**src/rtl/i2c_target.sv**
```systemverilog
// i2c_target: 7-bit-address I2C target (responder).
// SCL/SDA are oversampled on mclk through 2-flop synchronizers plus an edge
// detector. Written bytes are delivered on rx_data/rx_valid; read bytes are
// requested with tx_req and taken from tx_data.
// Optional feature macro: I2C_TARGET_GENCALL_EN (ACK general-call write 8'h00).
`timescale 1ns/1ps

module i2c_target #(
    parameter logic [6:0] DEV_ADDR = 7'h50
) (
    input  logic       mclk,
    input  logic       rst,
    input  logic       SCL,
    input  logic       SDA_in,
    output logic       sda_oe,
    output logic [7:0] rx_data,
    output logic       rx_valid,
    input  logic [7:0] tx_data,
    output logic       tx_req,
    output logic       busy
);

    typedef enum logic [2:0] {
        ST_IDLE, ST_ADDR, ST_ADDR_ACK, ST_WR_DATA,
        ST_WR_ACK, ST_RD_DATA, ST_RD_ACK, ST_WAIT_STOP
    } state_t;

    // Address byte match: own address (either direction), optionally general call write.
    function automatic logic addr_match(input logic [7:0] a);
        logic m;
        m = (a[7:1] == DEV_ADDR);
`ifdef I2C_TARGET_GENCALL_EN
        m = m | (a == 8'h00);
`else
        m = m | 1'b0;
`endif
        return m;
    endfunction

    logic [1:0] scl_sync_r, sda_sync_r;
    logic       scl_prev_r, sda_prev_r;
    logic       scl_s, sda_s, scl_rise_s, scl_fall_s, start_s, stop_s;

    state_t     state_r, state_nxt_s;
    logic [3:0] bit_cnt_r, bit_cnt_nxt_s;
    logic [7:0] shift_r, shift_nxt_s;
    logic [7:0] tx_shift_r, tx_shift_nxt_s;
    logic       rw_r, rw_nxt_s;
    logic       sda_oe_r, sda_oe_nxt_s;
    logic [7:0] rx_data_r, rx_data_nxt_s;
    logic       rx_valid_r, rx_valid_nxt_s;
    logic       tx_req_r, tx_req_nxt_s;
    logic       busy_r, busy_nxt_s;
    logic [7:0] addr_byte_s;

    // Synchronize the bus pins and keep one previous sample for edge detection.
    always_ff @(posedge mclk or negedge rst) begin
        if (!rst) begin
            scl_sync_r <= 2'b11;
            sda_sync_r <= 2'b11;
            scl_prev_r <= 1'b1;
            sda_prev_r <= 1'b1;
        end else begin
            scl_sync_r <= {scl_sync_r[0], SCL};
            sda_sync_r <= {sda_sync_r[0], SDA_in};
            scl_prev_r <= scl_sync_r[1];
            sda_prev_r <= sda_sync_r[1];
        end
    end

    assign scl_s       = scl_sync_r[1];
    assign sda_s       = sda_sync_r[1];
    assign scl_rise_s  = scl_s & ~scl_prev_r;
    assign scl_fall_s  = ~scl_s & scl_prev_r;
    assign start_s     = scl_s & scl_prev_r & sda_prev_r & ~sda_s;
    assign stop_s      = scl_s & scl_prev_r & ~sda_prev_r & sda_s;
    assign addr_byte_s = {shift_r[6:0], sda_s};

    // Protocol state register and registered outputs.
    always_ff @(posedge mclk or negedge rst) begin
        if (!rst) begin
            state_r    <= ST_IDLE;
            bit_cnt_r  <= 4'd0;
            shift_r    <= 8'h00;
            tx_shift_r <= 8'h00;
            rw_r       <= 1'b0;
            sda_oe_r   <= 1'b0;
            rx_data_r  <= 8'h00;
            rx_valid_r <= 1'b0;
            tx_req_r   <= 1'b0;
            busy_r     <= 1'b0;
        end else begin
            state_r    <= state_nxt_s;
            bit_cnt_r  <= bit_cnt_nxt_s;
            shift_r    <= shift_nxt_s;
            tx_shift_r <= tx_shift_nxt_s;
            rw_r       <= rw_nxt_s;
            sda_oe_r   <= sda_oe_nxt_s;
            rx_data_r  <= rx_data_nxt_s;
            rx_valid_r <= rx_valid_nxt_s;
            tx_req_r   <= tx_req_nxt_s;
            busy_r     <= busy_nxt_s;
        end
    end

    // Next-state and output decode; START/STOP take priority over every state.
    always_comb begin
        state_nxt_s    = state_r;
        bit_cnt_nxt_s  = bit_cnt_r;
        shift_nxt_s    = shift_r;
        tx_shift_nxt_s = tx_shift_r;
        rw_nxt_s       = rw_r;
        sda_oe_nxt_s   = sda_oe_r;
        rx_data_nxt_s  = rx_data_r;
        rx_valid_nxt_s = 1'b0;
        tx_req_nxt_s   = 1'b0;
        busy_nxt_s     = busy_r;
        if (stop_s) begin
            state_nxt_s   = ST_IDLE;
            bit_cnt_nxt_s = 4'd0;
            sda_oe_nxt_s  = 1'b0;
            busy_nxt_s    = 1'b0;
        end else if (start_s) begin
            state_nxt_s   = ST_ADDR;
            bit_cnt_nxt_s = 4'd0;
            sda_oe_nxt_s  = 1'b0;
            busy_nxt_s    = 1'b1;
        end else begin
            case (state_r)
                ST_IDLE: sda_oe_nxt_s = 1'b0;
                ST_ADDR: begin
                    if (scl_rise_s) begin
                        shift_nxt_s = addr_byte_s;
                        if (bit_cnt_r == 4'd7) begin
                            bit_cnt_nxt_s = 4'd0;
                            rw_nxt_s      = addr_byte_s[0];
                            if (addr_match(addr_byte_s)) begin
                                state_nxt_s = ST_ADDR_ACK;
                            end else begin
                                state_nxt_s = ST_WAIT_STOP;
                            end
                        end else begin
                            bit_cnt_nxt_s = bit_cnt_r + 4'd1;
                        end
                    end else begin
                        shift_nxt_s = shift_r;
                    end
                end
                ST_ADDR_ACK: begin
                    // First fall drives the ACK, the second one ends it.
                    if (scl_fall_s && !sda_oe_r) begin
                        sda_oe_nxt_s = 1'b1;
                    end else if (scl_fall_s) begin
                        bit_cnt_nxt_s = 4'd0;
                        if (rw_r) begin
                            tx_req_nxt_s   = 1'b1;
                            tx_shift_nxt_s = tx_data;
                            sda_oe_nxt_s   = ~tx_data[7];
                            state_nxt_s    = ST_RD_DATA;
                        end else begin
                            sda_oe_nxt_s = 1'b0;
                            state_nxt_s  = ST_WR_DATA;
                        end
                    end else begin
                        sda_oe_nxt_s = sda_oe_r;
                    end
                end
                ST_WR_DATA: begin
                    if (scl_rise_s && bit_cnt_r != 4'd8) begin
                        shift_nxt_s   = {shift_r[6:0], sda_s};
                        bit_cnt_nxt_s = bit_cnt_r + 4'd1;
                    end else if (scl_fall_s && bit_cnt_r == 4'd8) begin
                        sda_oe_nxt_s   = 1'b1;
                        rx_data_nxt_s  = shift_r;
                        rx_valid_nxt_s = 1'b1;
                        bit_cnt_nxt_s  = 4'd0;
                        state_nxt_s    = ST_WR_ACK;
                    end else begin
                        shift_nxt_s = shift_r;
                    end
                end
                ST_WR_ACK: begin
                    if (scl_fall_s) begin
                        sda_oe_nxt_s = 1'b0;
                        state_nxt_s  = ST_WR_DATA;
                    end else begin
                        sda_oe_nxt_s = sda_oe_r;
                    end
                end
                ST_RD_DATA: begin
                    // Bit 7 went out on entry; rotate so bit 6 is next on the bus.
                    if (scl_fall_s && bit_cnt_r == 4'd7) begin
                        sda_oe_nxt_s  = 1'b0;
                        bit_cnt_nxt_s = 4'd0;
                        state_nxt_s   = ST_RD_ACK;
                    end else if (scl_fall_s) begin
                        tx_shift_nxt_s = {tx_shift_r[6:0], tx_shift_r[7]};
                        sda_oe_nxt_s   = ~tx_shift_r[6];
                        bit_cnt_nxt_s  = bit_cnt_r + 4'd1;
                    end else begin
                        sda_oe_nxt_s = sda_oe_r;
                    end
                end
                ST_RD_ACK: begin
                    // bit_cnt == 8 marks "initiator ACKed, send another byte".
                    if (scl_rise_s && sda_s) begin
                        state_nxt_s = ST_WAIT_STOP;
                    end else if (scl_rise_s) begin
                        bit_cnt_nxt_s = 4'd8;
                    end else if (scl_fall_s && bit_cnt_r == 4'd8) begin
                        tx_req_nxt_s   = 1'b1;
                        tx_shift_nxt_s = tx_data;
                        sda_oe_nxt_s   = ~tx_data[7];
                        bit_cnt_nxt_s  = 4'd0;
                        state_nxt_s    = ST_RD_DATA;
                    end else begin
                        sda_oe_nxt_s = 1'b0;
                    end
                end
                ST_WAIT_STOP: sda_oe_nxt_s = 1'b0;
                default: begin
                    state_nxt_s  = ST_IDLE;
                    sda_oe_nxt_s = 1'b0;
                end
            endcase
        end
    end

    assign sda_oe   = sda_oe_r;
    assign rx_data  = rx_data_r;
    assign rx_valid = rx_valid_r;
    assign tx_req   = tx_req_r;
    assign busy     = busy_r;

endmodule

```
**config.mk**
```make
export PLATFORM = sky130hd
export DESIGN_NAME = i2c_target
export DESIGN_NICKNAME = d
export VERILOG_FILES = /design/src/rtl/i2c_target.sv
export SDC_FILE = /design/constraint.sdc
export NUM_CORES = 1
export LEC_CHECK = 0
export CAP_MARGIN = 10
export CORE_MARGIN = 2
export CORE_UTILIZATION = 35
export DETAILED_ROUTE_END_ITERATION = 7
export HOLD_SLACK_MARGIN = 0.03
export SYNTH_ARGS = -nofsm -noshare
export SYNTH_HDL_FRONTEND = slang
export SYNTH_SLANG_ARGS = --single-unit
export TNS_END_PERCENT = 20
```
**constraint.sdc**
```tcl
create_clock -name mclk -period 2.32 [get_ports mclk]
set_clock_uncertainty 0.15 [all_clocks]
set_input_delay 0.464 -clock mclk [delete_from_list [all_inputs] [get_ports mclk]]
set_output_delay 0.464 -clock mclk [all_outputs]
set_load 0.02 [all_outputs]
```
==> flow_summary.yaml <==
floorplanning:
  floorplan.core_area_mm2: 0.00676
  dieArea_mm2: 0.00763
  die_w_um: 87.3
  placementRows: 30
  pin_count: 24
  die_h_um: 87.3
  start_util: 0.360
logic_synthesis:
  synth-edff-count: 0
  async_flop_share: 1.00
  synth-compound-area-share: 0.186
  synth_fa_ha_area_frac: 0.0103
  synth-main-ff-cell: "dfrtp_1"
  synth-seq-cells: 42
  syn_area_mm2: 0.00243
  yosys_warnings: 0
  yosys.area_share.simple: 0.148
  syn_avg_cell_area_um2: 10.4
  synth_mux_area_frac: 0.159
  synth_xor_area_frac: 0.00721
  synth_top_family_by_area: "compound AO/OA/AOI/OAI gates"
  synthDistinctLibCells: 55
  synthCells: 233
  synth-seq-area-share: 0.435
  synth_fp_nets: 247
layout:
  n_fill_cell: 657
  multi_input_area_mm2: 0.00125
  num_antenna_cells: 0
  seq_area_mm2: 0.00106
  area_growth_pct: 23.9
  fin_nets: 290
  final_core_util: 0.446
  drive_gt1_frac: 0.310
timing:
  min_period_over_period: 0.966
  final-hold-violation-count: 0
  finalCriticalPeriod_ps: 2240
  max_freq_mhz: 446
  setup_viol: 0
  drv_slew: 0
  fin_tns_setup_ps: 0
  max_slew_margin: 0.655
  worstMarginPinSlew_ps: 513
pwr:
  power_density_mw_per_mm2: 1130
  ir_worst_vdd_mv: 0.507
  power.total_w: 0.00341
  p_leak_nw: 1.28
grt:
  track_usage: 0.154
  gr-total-overflow: 0
  grt_start_max_net_pins: 43
  first_global_vias: 1866
  grt_pass1_wl_um: 9200
  grt_antenna_before_repair: 0
place:
  gp_congestion: 0.890
  hpwlAfterDp_um: 4080
  io_buffers: 23
setup_path:
  path_max_fanout: 11
  cp.required_ps: 2360
  cp-end-kind: "flop"
  worst-setup-path-type: "flop to flop"
  start_kind: "flop"
  cp.arrival_ps: 2280
routing:
  wl_per_cell_um: 15.5
  antenna_left: 0
  vias: 1967
  wirelength_um: 5530
  via_per_inst: 5.51
  first_pass_iters: 4
  drt_iter0_markers: 251
  drc: 0
cts:
  cts-root-buf: "clkbuf_8"
  path_clk_slew_ps: 80
  ctsHtreeMaxLevel: 2
  clk_latency_ps: 300
  tritoncts: "built"
  cts_buffers: 5
  numClockSinks: 42
  clockBufferDepth: 2
outcome:
  status: "finished clean"
job:
  maxCapViolCount: 0
hold_path:
  holdCritPathClass: "input port to asynchronous set/reset pin"
[metal layers]
metal / routed length [um] / GRT usage
met1: 2600 / 0.221
met2: 2540 / 0.230
met3: 313 / 0.0294
met4: 78 / 0.0559
met5: 0 / 0
[path summary, 6_finish.rpt]
check                      depth (start not counted)       endpoint           from  slack (ps)
min in group mclk                                  0  sda_sync_r[1]  sda_sync_r[0]         210
hold / removal                                     2         tx_req            rst          60
hold reg to reg                                    0  sda_sync_r[1]  sda_sync_r[0]         210
setup reg to reg                                   5     state_r[0]  scl_sync_r[1]          80
max in group asynchronous                          2     state_r[1]            rst        1570
setup / recovery                                   5     state_r[0]  scl_sync_r[1]          80
[kinds of logic after synthesis]
logic type | after synthesis
AO/OA/AOI/OAI | 64
XOR/XNOR | 2
adder cells (fa/ha/maj) | 2
flip-flops | 42
multiplexers | 34
buffers and inverters | 26
AND/OR/NAND/NOR | 63
[metrics by stage]
stage               std cells  setup WS [ps]  instance area, um2  hold slack (ps)
finish                    357           79.3                3010             58.6
CTS                       355           33.4                2990             91.6
floorplan                 233            233                2430             18.4
global route              357          -3.24                3010              113
detailed placement        347           73.1                2890              197
global placement          347           95.1                2890              196
[cell type report]
type                       instances  share of cell area
sequential                        42               0.352
multi-input combinational        165               0.414
tap                               80              0.0332
clock buffer                       6              0.0274
inverter                          10              0.0125
timing repair buffer              52               0.155
clock inverter                     2             0.00540
[worst max-delay path, cell delays in order (launching register included)]
cell and delay [ps]:
dfstp_2 670, nand2b_1 160, o32ai_1 310, o211ai_1 160
a211oi_2 340, mux2_4 330
[what timing repair did]
item | in CTS | in global routing
endpoints found under the setup margin | 0 | 9
setup buffers | 0 | 2
resized for setup | 0 | 4
hold buffers | 0 | 0
[sequential cells by signal, summed over array words and instances (netlist names)]
| register | cells |
|---|---|
| rx_data | 8 |
| tx_shift_r | 8 |
| shift_r | 8 |
| sda_oe | 1 |
| sda_prev_r | 1 |
| sda_sync_r | 2 |
| state_r | 3 |
| rx_valid | 1 |
| tx_req | 1 |
| rw_r | 1 |
| busy | 1 |
| scl_sync_r | 2 |
| bit_cnt_r | 4 |
| scl_prev_r | 1 |
[where the power goes]
part,leakage [nW],internal (W),switching [W]
logic,0.710,0.000915,0.000818
clock network,0.0478,0.000245,0.000266
registers,0.526,0.000948,0.000223
total,1.28,0.00211,0.00131
[synth_stat cells (all sizes together) (2+ instances only)]
cell type,count,area [um2]
dfrtp,36,901
mux2,33,375
nand2,15,56.3
buf,14,86.3
a21oi,12,60.1
o21ai,10,53.8
inv,9,33.8
nor2b,9,56.3
nor3,8,51.3
o22ai,8,50.1
nor2,7,26.3
dfstp,6,158
nand2b,5,31.3
nand3,5,25.0
o211ai,5,42.5
a21o,4,30.0
nand3b,4,30.0
o2bb2ai,4,35.0
a211oi,3,27.5
a211o,2,17.5
a31oi,2,12.5
and3b,2,17.5
clkbuf,2,7.51
ha,2,25.0
nor4bb,2,20.0
o31ai,2,15.0
o32ai,2,17.5
[cell usage in the layout, fill, tap and decap left out, types with 7 or more instances in the layout]
cell type	instances
nor2b_1	9
o22ai_1	8
nor3_1	7
dfrtp_1	34
buf_4	27
clkdlybuf4s50_1	22
mux2_2	32
a21oi_1	12
inv_1	9
nor2_1	7
nand2_1	15
o21ai_0	9
No activity file was read; power rests on OpenSTA's default activity.
